===== src/rtl/addsub_signmag_seq_if.sv =====
// Handshake and data bundle for addsub_signmag_seq.
//   Request side:  in_valid, in_ready, a, b, sub
//   Response side: out_valid, out_ready, mag, neg, cout
//   Status:        busy
// The master modport is the operation source and result consumer.
// The slave modport is the arithmetic block.
interface addsub_signmag_seq_if #(
    parameter int unsigned WIDTH = 8
);
    logic             in_valid;
    logic             in_ready;
    logic [WIDTH-1:0] a;
    logic [WIDTH-1:0] b;
    logic             sub;
    logic             out_valid;
    logic             out_ready;
    logic [WIDTH-1:0] mag;
    logic             neg;
    logic             cout;
    logic             busy;

    modport master (
        output in_valid, a, b, sub, out_ready,
        input  in_ready, out_valid, mag, neg, cout, busy
    );

    modport slave (
        input  in_valid, a, b, sub, out_ready,
        output in_ready, out_valid, mag, neg, cout, busy
    );
endinterface


===== src/rtl/addsub_signmag_seq.sv =====
// Multi-cycle unsigned adder/subtractor with a sign-magnitude result.
// Operands are processed CHUNK bits per clock, least-significant chunk
// first. A negative difference gets a second pass that two's-complement
// negates the stored result, so mag always holds |A-B| for subtraction.
// Ports:
//   clk  - clock, all state changes on the rising edge
//   rst  - synchronous active-high reset
//   bus  - slave side of addsub_signmag_seq_if:
//          in_valid/in_ready/a/b/sub  operation request
//          out_valid/out_ready        result handshake
//          mag/neg/cout               result magnitude, sign, first-pass carry
//          busy                       high whenever not idle
module addsub_signmag_seq #(
    parameter int unsigned WIDTH = 8,
    parameter int unsigned CHUNK = 2
) (
    input  logic                  clk,
    input  logic                  rst,
    addsub_signmag_seq_if.slave   bus
);
    localparam int unsigned N  = WIDTH / CHUNK;
    localparam int unsigned IW = (N > 1) ? $clog2(N) : 1;
    localparam logic [WIDTH-1:0] CMASK = WIDTH'({CHUNK{1'b1}});

    typedef enum logic [1:0] {
        IDLE,
        ADD,
        FIX,
        DONE
    } state_t;

    state_t           state, state_n;
    logic [WIDTH-1:0] a_q, b_q;
    logic             sub_q;
    logic [WIDTH-1:0] r, r_n;
    logic             carry, carry_n;
    logic [IW-1:0]    idx, idx_n;
    logic             neg_r, neg_n;
    logic             cout_r, cout_n;
    logic [WIDTH-1:0] mag_q;
    logic             neg_q, cout_q;

    logic             accept;
    logic             load_out;
    logic             last;
    int unsigned      shift;
    logic [CHUNK-1:0] a_c, b_c, r_c;
    logic [CHUNK:0]   sum;

    assign shift = 32'(idx) * CHUNK;
    assign last  = (idx == IW'(N - 1));
    assign a_c   = CHUNK'(a_q >> shift);
    assign b_c   = CHUNK'(b_q >> shift);
    assign r_c   = CHUNK'(r >> shift);

    assign accept = (state == IDLE) && bus.in_valid;

    always_comb begin
        state_n  = state;
        r_n      = r;
        carry_n  = carry;
        idx_n    = idx;
        neg_n    = neg_r;
        cout_n   = cout_r;
        sum      = '0;
        unique case (state)
            IDLE: begin
                if (bus.in_valid) begin
                    carry_n = bus.sub;
                    idx_n   = '0;
                    state_n = ADD;
                end
            end
            ADD: begin
                sum     = {1'b0, a_c} + {1'b0, b_c ^ {CHUNK{sub_q}}} + (CHUNK+1)'(carry);
                r_n     = (r & ~(CMASK << shift)) | (WIDTH'(sum[CHUNK-1:0]) << shift);
                carry_n = sum[CHUNK];
                idx_n   = idx + IW'(1);
                if (last) begin
                    cout_n = sum[CHUNK];
                    if (sub_q && !sum[CHUNK]) begin
                        neg_n   = 1'b1;
                        carry_n = 1'b1;
                        idx_n   = '0;
                        state_n = FIX;
                    end else begin
                        neg_n   = 1'b0;
                        state_n = DONE;
                    end
                end
            end
            FIX: begin
                sum     = {1'b0, ~r_c} + (CHUNK+1)'(carry);
                r_n     = (r & ~(CMASK << shift)) | (WIDTH'(sum[CHUNK-1:0]) << shift);
                carry_n = sum[CHUNK];
                idx_n   = idx + IW'(1);
                if (last) begin
                    state_n = DONE;
                end
            end
            DONE: begin
                if (bus.out_ready) begin
                    state_n = IDLE;
                end
            end
            default: state_n = IDLE;
        endcase
    end

    // Visible results are captured only on entry to DONE so they stay put
    // while the next operation rewrites r.
    assign load_out = (state_n == DONE) && (state != DONE);

    always_ff @(posedge clk) begin
        if (rst) begin
            state  <= IDLE;
            a_q    <= '0;
            b_q    <= '0;
            sub_q  <= 1'b0;
            r      <= '0;
            carry  <= 1'b0;
            idx    <= '0;
            neg_r  <= 1'b0;
            cout_r <= 1'b0;
            mag_q  <= '0;
            neg_q  <= 1'b0;
            cout_q <= 1'b0;
        end else begin
            state  <= state_n;
            r      <= r_n;
            carry  <= carry_n;
            idx    <= idx_n;
            neg_r  <= neg_n;
            cout_r <= cout_n;
            if (accept) begin
                a_q   <= bus.a;
                b_q   <= bus.b;
                sub_q <= bus.sub;
            end
            if (load_out) begin
                mag_q  <= r_n;
                neg_q  <= neg_n;
                cout_q <= cout_n;
            end
        end
    end

    // Handshake/status outputs are masked by rst so they read inactive
    // even in the reset cycle before state has returned to IDLE.
    assign bus.in_ready  = (state == IDLE) && !rst;
    assign bus.out_valid = (state == DONE) && !rst;
    assign bus.busy      = (state != IDLE) && !rst;
    assign bus.mag       = mag_q;
    assign bus.neg       = neg_q;
    assign bus.cout      = cout_q;
endmodule


===== src/flat_wrapper.sv =====
// flat-port wrapper written by rule: the top's interface ports become plain ports
module addsub_signmag_seq_flat 
#(
    parameter int unsigned WIDTH = 8,
    parameter int unsigned CHUNK = 2
)
  (clk, rst, bus_in_valid, bus_a, bus_b, bus_sub, bus_out_ready, bus_in_ready, bus_out_valid, bus_mag, bus_neg, bus_cout, bus_busy);
  addsub_signmag_seq_if #(.WIDTH(WIDTH)) bus_i ();
  input  logic clk;
  input  logic rst;
  input wire logic [$bits(bus_i.in_valid)-1:0] bus_in_valid;
  input wire logic [$bits(bus_i.a)-1:0] bus_a;
  input wire logic [$bits(bus_i.b)-1:0] bus_b;
  input wire logic [$bits(bus_i.sub)-1:0] bus_sub;
  input wire logic [$bits(bus_i.out_ready)-1:0] bus_out_ready;
  output wire logic [$bits(bus_i.in_ready)-1:0] bus_in_ready;
  output wire logic [$bits(bus_i.out_valid)-1:0] bus_out_valid;
  output wire logic [$bits(bus_i.mag)-1:0] bus_mag;
  output wire logic [$bits(bus_i.neg)-1:0] bus_neg;
  output wire logic [$bits(bus_i.cout)-1:0] bus_cout;
  output wire logic [$bits(bus_i.busy)-1:0] bus_busy;
  assign bus_i.in_valid = bus_in_valid;
  assign bus_i.a = bus_a;
  assign bus_i.b = bus_b;
  assign bus_i.sub = bus_sub;
  assign bus_i.out_ready = bus_out_ready;
  assign bus_in_ready = bus_i.in_ready;
  assign bus_out_valid = bus_i.out_valid;
  assign bus_mag = bus_i.mag;
  assign bus_neg = bus_i.neg;
  assign bus_cout = bus_i.cout;
  assign bus_busy = bus_i.busy;
  addsub_signmag_seq #(.WIDTH(WIDTH), .CHUNK(CHUNK)) u_core (.clk(clk), .rst(rst), .bus(bus_i));
endmodule

===== config.mk =====
export PLATFORM = sky130hd
export DESIGN_NAME = addsub_signmag_seq_flat
export DESIGN_NICKNAME = d
export VERILOG_FILES = /design/src/rtl/addsub_signmag_seq_if.sv /design/src/rtl/addsub_signmag_seq.sv /design/src/flat_wrapper.sv
export SDC_FILE = /design/constraint.sdc
export NUM_CORES = 1
export LEC_CHECK = 0
export BUFFER_PORTS_ARGS = -buffer_cell sky130_fd_sc_hd__buf_2
export CAP_MARGIN = 20
export CORE_MARGIN = 3
export CORE_UTILIZATION = 45
export CTS_CLUSTER_SIZE = 24
export DETAILED_ROUTE_END_ITERATION = 8
export PLACE_DENSITY = 0.69
export SETUP_SLACK_MARGIN = 0.2
export SLEW_MARGIN = 10
export SYNTH_ARGS = -nofsm -noshare
export SYNTH_HDL_FRONTEND = slang
export SYNTH_SLANG_ARGS = --single-unit
export TNS_END_PERCENT = 1

===== constraint.sdc =====
create_clock -name clk -period 4.6 [get_ports clk]
set_clock_uncertainty 0.15 [all_clocks]
set_input_delay 0.69 -clock clk [delete_from_list [all_inputs] [get_ports clk]]
set_output_delay 0.69 -clock clk [all_outputs]
set_load 0.01 [all_outputs]

==> results.md <==
- The flow ran to the end, and the final reports show no timing, DRC or antenna violations.
- Setup total negative slack on the finished layout was measured at 0 ns.
- The aggregate routed wire length is 3980 microns.
- The power density of the placed cells is 321 nW/um^2.
- The kind of end point of the critical path is a register.
- The largest stage delay on the critical path is 0.73 ns.
- Global routing used 16.8% of the available tracks.
- The unique cell type count in the Yosys netlist is 36.
- Along the worst path, the maximum fanout reaches 13.
- The die covers 5360 sq um.
- The routed length per instance is 13.5 microns.
- The worst path in the final design needs a cycle of 3.93 ns, including I/O delays and setup.
- Summing over every cut layer, the via total after detailed routing is 1554.
- The hold violation total from the final report was 0.
- The H-tree was split into 2 levels.
- The reg-to-reg critical path startpoint is u_core.idx[0]$_SDFFE_PP0P_.
- In this run the most critical hold path is launched from u_core.a_q[7]$_SDFFE_PP0P_.
- The source-to-sink clock delay at the later pin of the worst-skew pair is 0.29 ns.
- Routability-driven placement finished with a final weighted congestion of 0.812.
- The die height is 73.2 microns.
- Entering global routing, the biggest net connects 46 pins.
- The cell area reported after detailed placement is 2210 sq um.
- After clock tree synthesis, the clock-pin slew on the worst setup and hold paths is 0.08 ns.
- The total power after layout is 0.000739 W.
- In this run the static leakage power is 0.962 nW.
- The post-synth net total is 249.
- The layout cell share with drive strength beyond 1 is 24.1%.
- Traced cell by cell, the critical path runs through mux4_2, xnor2_1, fa_1, inv_1, fa_1, nand3b_1, o221ai_1, a2111oi_4, mux2_2.
- In this run the cell area of the synthesized design comes to 2030 sq um.
- The most common cell type on the critical path is fa_1.
- From left edge to right edge, the die measures 73.2 microns.
- Once the clock tree was built, the setup fixing pass inserted 0 buffers.
- The boundary pin count is 34.
- The number of enable flip-flop cells after synthesis is 0.
- Hold repair after CTS inserted 0 buffers.
- The cell sitting at the root of the clock tree is a clkbuf_8.
- Synthesis inferred 42 register bits.
- Of the synthesized area, sequential elements account for 41.3%.
- For this run, the number of Yosys warnings is 0.
- The TritonCTS clock tree is built.
- The arrival time reported for the critical path endpoint is 3.96 ns.
- Setup repair after global routing left no endpoint under its margin.
- The core area is 4170 sq um.
- The site row count is 23.
- The class of the worst hold path is register to register.
- Across the run, the number of max-cap violations was 0.
- The CTS sink count is 42.
- Data on the critical path is required at its endpoint by 4.63 ns.
- The worst pin sits at a relative slew slack of 47.3%.
- The post-synthesis average cell area is 9.42 sq um.
- The area growth from synthesis to final layout is 13.3%.
- The number of detailed-route iterations in the first pass is 4.
- At the end of the flow, the number of nets in the layout was 277.
- Clock tree synthesis inserted a total of 5 buffers.
- The number of antenna violations at the first check in global routing is 0.
- The final count of pins violating max slew came to 0.
- The number of buffers inserted by port buffering is 33.
- Using the TritonRoute via totals, the vias-per-cell ratio works out to 5.27.
- Detailed placement ended at an HPWL of 2790 microns.
- The diode insertion count for antenna repair is 0.
- The kind of start point of the critical path is a register.
- After filler insertion, the fill cell instance count of the layout stands at 376.
- The beginning of the critical path is u_core.idx[0]$_SDFFE_PP0P_.
- The violation count after the first detailed-routing iteration is 71.
- For this configuration, the core starts out at a cell density of 48.8%.
- At the pin with the least slew margin, the transition time is 0.791 ns.
- The total setup violations reported at the end of the flow is 0.
- The remaining routing DRC violations is 0.
- The top achievable clock speed is 254 MHz.
- The final design area excluding fillers is 2300 sq um.
- Measured on the finished design, the core utilization comes to 55.2%.
- The wire length of the first global-routing pass is 6920 microns.
- The worst vdd rail ir drop is 0.000147 V.
- The number of instances in the synthesized netlist is 216.
- The residual antenna-violating net count after detailed routing is 0.
- Of the available clock period, the critical path in the final layout requires 85.4%.
- Counting flops with an async set or reset pin after synthesis yields a share of 0%.
- The maximum count of clock buffers along a single path is 2.
- Gates resized during post-CTS repair numbered 0.
- The worst setup path is of the register to register kind.
- The most used flip-flop cell after synthesis is dfxtp_1.
- The leftover overflow at the end of global routing is 0.
- The number of global-route vias before repair was 1537.
- The library cell contributing the largest single delay on the critical path is a2111oi_4.
flip-flops by register name, indices dropped and copies added, names as in the netlist:
signal           flops
u_core.bus.mag       8
u_core.cout_r        1
u_core.b_q           8
u_core.idx           2
u_core.r             8
u_core.carry         1
u_core.a_q           8
u_core.bus.cout      1
u_core.neg_r         1
u_core.bus.neg       1
u_core.state         2
u_core.sub_q         1
cells by family (layout without fill, tap and decap cells):
kind of cell               Yosys count  count (layout)  share of synthesized area, %
and+or+nand+nor                     74              74                          17.3
AOI/OAI and AO/OA                   46              46                          15.1
DFF                                 42              42                          41.3
buffers and inverters               23              52                          4.61
muxes                               17              17                          12.7
adders and majority gates           12              12                          8.12
xor gates and xnor gates             2               2                         0.861
critical path, delay by kind of cell, from the launching register on:
kind | cells | cell delay [ns]
compound gates | 2 | 0.92
xor+xnor | 1 | 0.16
fa+ha+maj | 2 | 0.64
buf+inv | 1 | 0.07
flops | 1 | 0.72
mux | 2 | 1.01
simple gates | 1 | 0.15
through the flow:
stage / hold WS [ns] / worst slack [ns] / std cells
floorplan: 0.283 / 0.879 / 216
global placement: 0.296 / 0.753 / 287
detailed placement: 0.297 / 0.654 / 287
CTS: 0.308 / 0.631 / 295
global route: 0.333 / 0.404 / 295
finish: 0.309 / 0.670 / 295
layout make-up:
class                      instances  area, sq um  share of cell area [%]
clock buffer                       7         86.3                    3.75
multi-input combinational        151         1100                    47.7
tap                               50         62.6                    2.71
clock inverter                     1         5.00                   0.217
sequential                        42          841                    36.5
timing repair buffer              34          173                    7.49
inverter                          10         37.5                    1.63
placed cells by master (no fill, tap or decap), types with 2 or more instances in the layout:
cell      count
fa_1          2
mux4_2        6
a21oi_1      26
nor2b_1      13
inv_1        10
nor4b_1       2
clkbuf_8      6
nand2_1      43
a21o_1        2
nor3_1        4
nand2b_1      2
dfxtp_1      42
ha_1         10
buf_2        33
mux2_2       10
a22o_1        8
nor2_1        2
and2_1        2
o21ai_0       3
path summary, 6_finish.rpt:
check | end | slack [ns] | depth (start not counted)
min reg2reg | u_core.a_q[7]$_SDFFE_PP0P_ | 0.31 | 2
max | u_core.bus.mag[4]$_SDFFE_PP0P_ | 0.67 | 9
min | u_core.a_q[7]$_SDFFE_PP0P_ | 0.31 | 2
max reg2reg | u_core.bus.mag[4]$_SDFFE_PP0P_ | 0.67 | 9
power breakdown:
part / switching, W / total [W] / internal [W]
clock: 0.000116 / 0.000237 / 0.000121
combinational: 0.0000664 / 0.000110 / 0.0000438
sequential: 0.0000123 / 0.000392 / 0.000379
total: 0.000195 / 0.000739 / 0.000544
synth_stat cells (3+ instances only):
cell      count  share of area [%]
ha_1         10                6.2
a21oi_1      26                6.4
dfxtp_1      42                 41
a22o_1        8                3.4
mux2_2       10                5.5
inv_1        10                1.8
nor3_1        4               0.98
o21ai_0       3               0.74
clkbuf_1     10                1.8
mux4_2        6                6.6
nor2b_1      13                4.0
nand2_1      43                7.9
layer usage:
metal / part of all wire, % / vias up / wire length, microns / GRT usage, %
li1: - / 799 / - / -
met1: 48 / 718 / 1910 / 22.3
met2: 45 / 30 / 1790 / 24.8
met3: 4.9 / 7 / 195 / 5.23
met4: 2.0 / 0 / 79 / 7.79
met5: 0 / - / 0 / 0
Note: power is estimated with default switching activity, not from simulation.
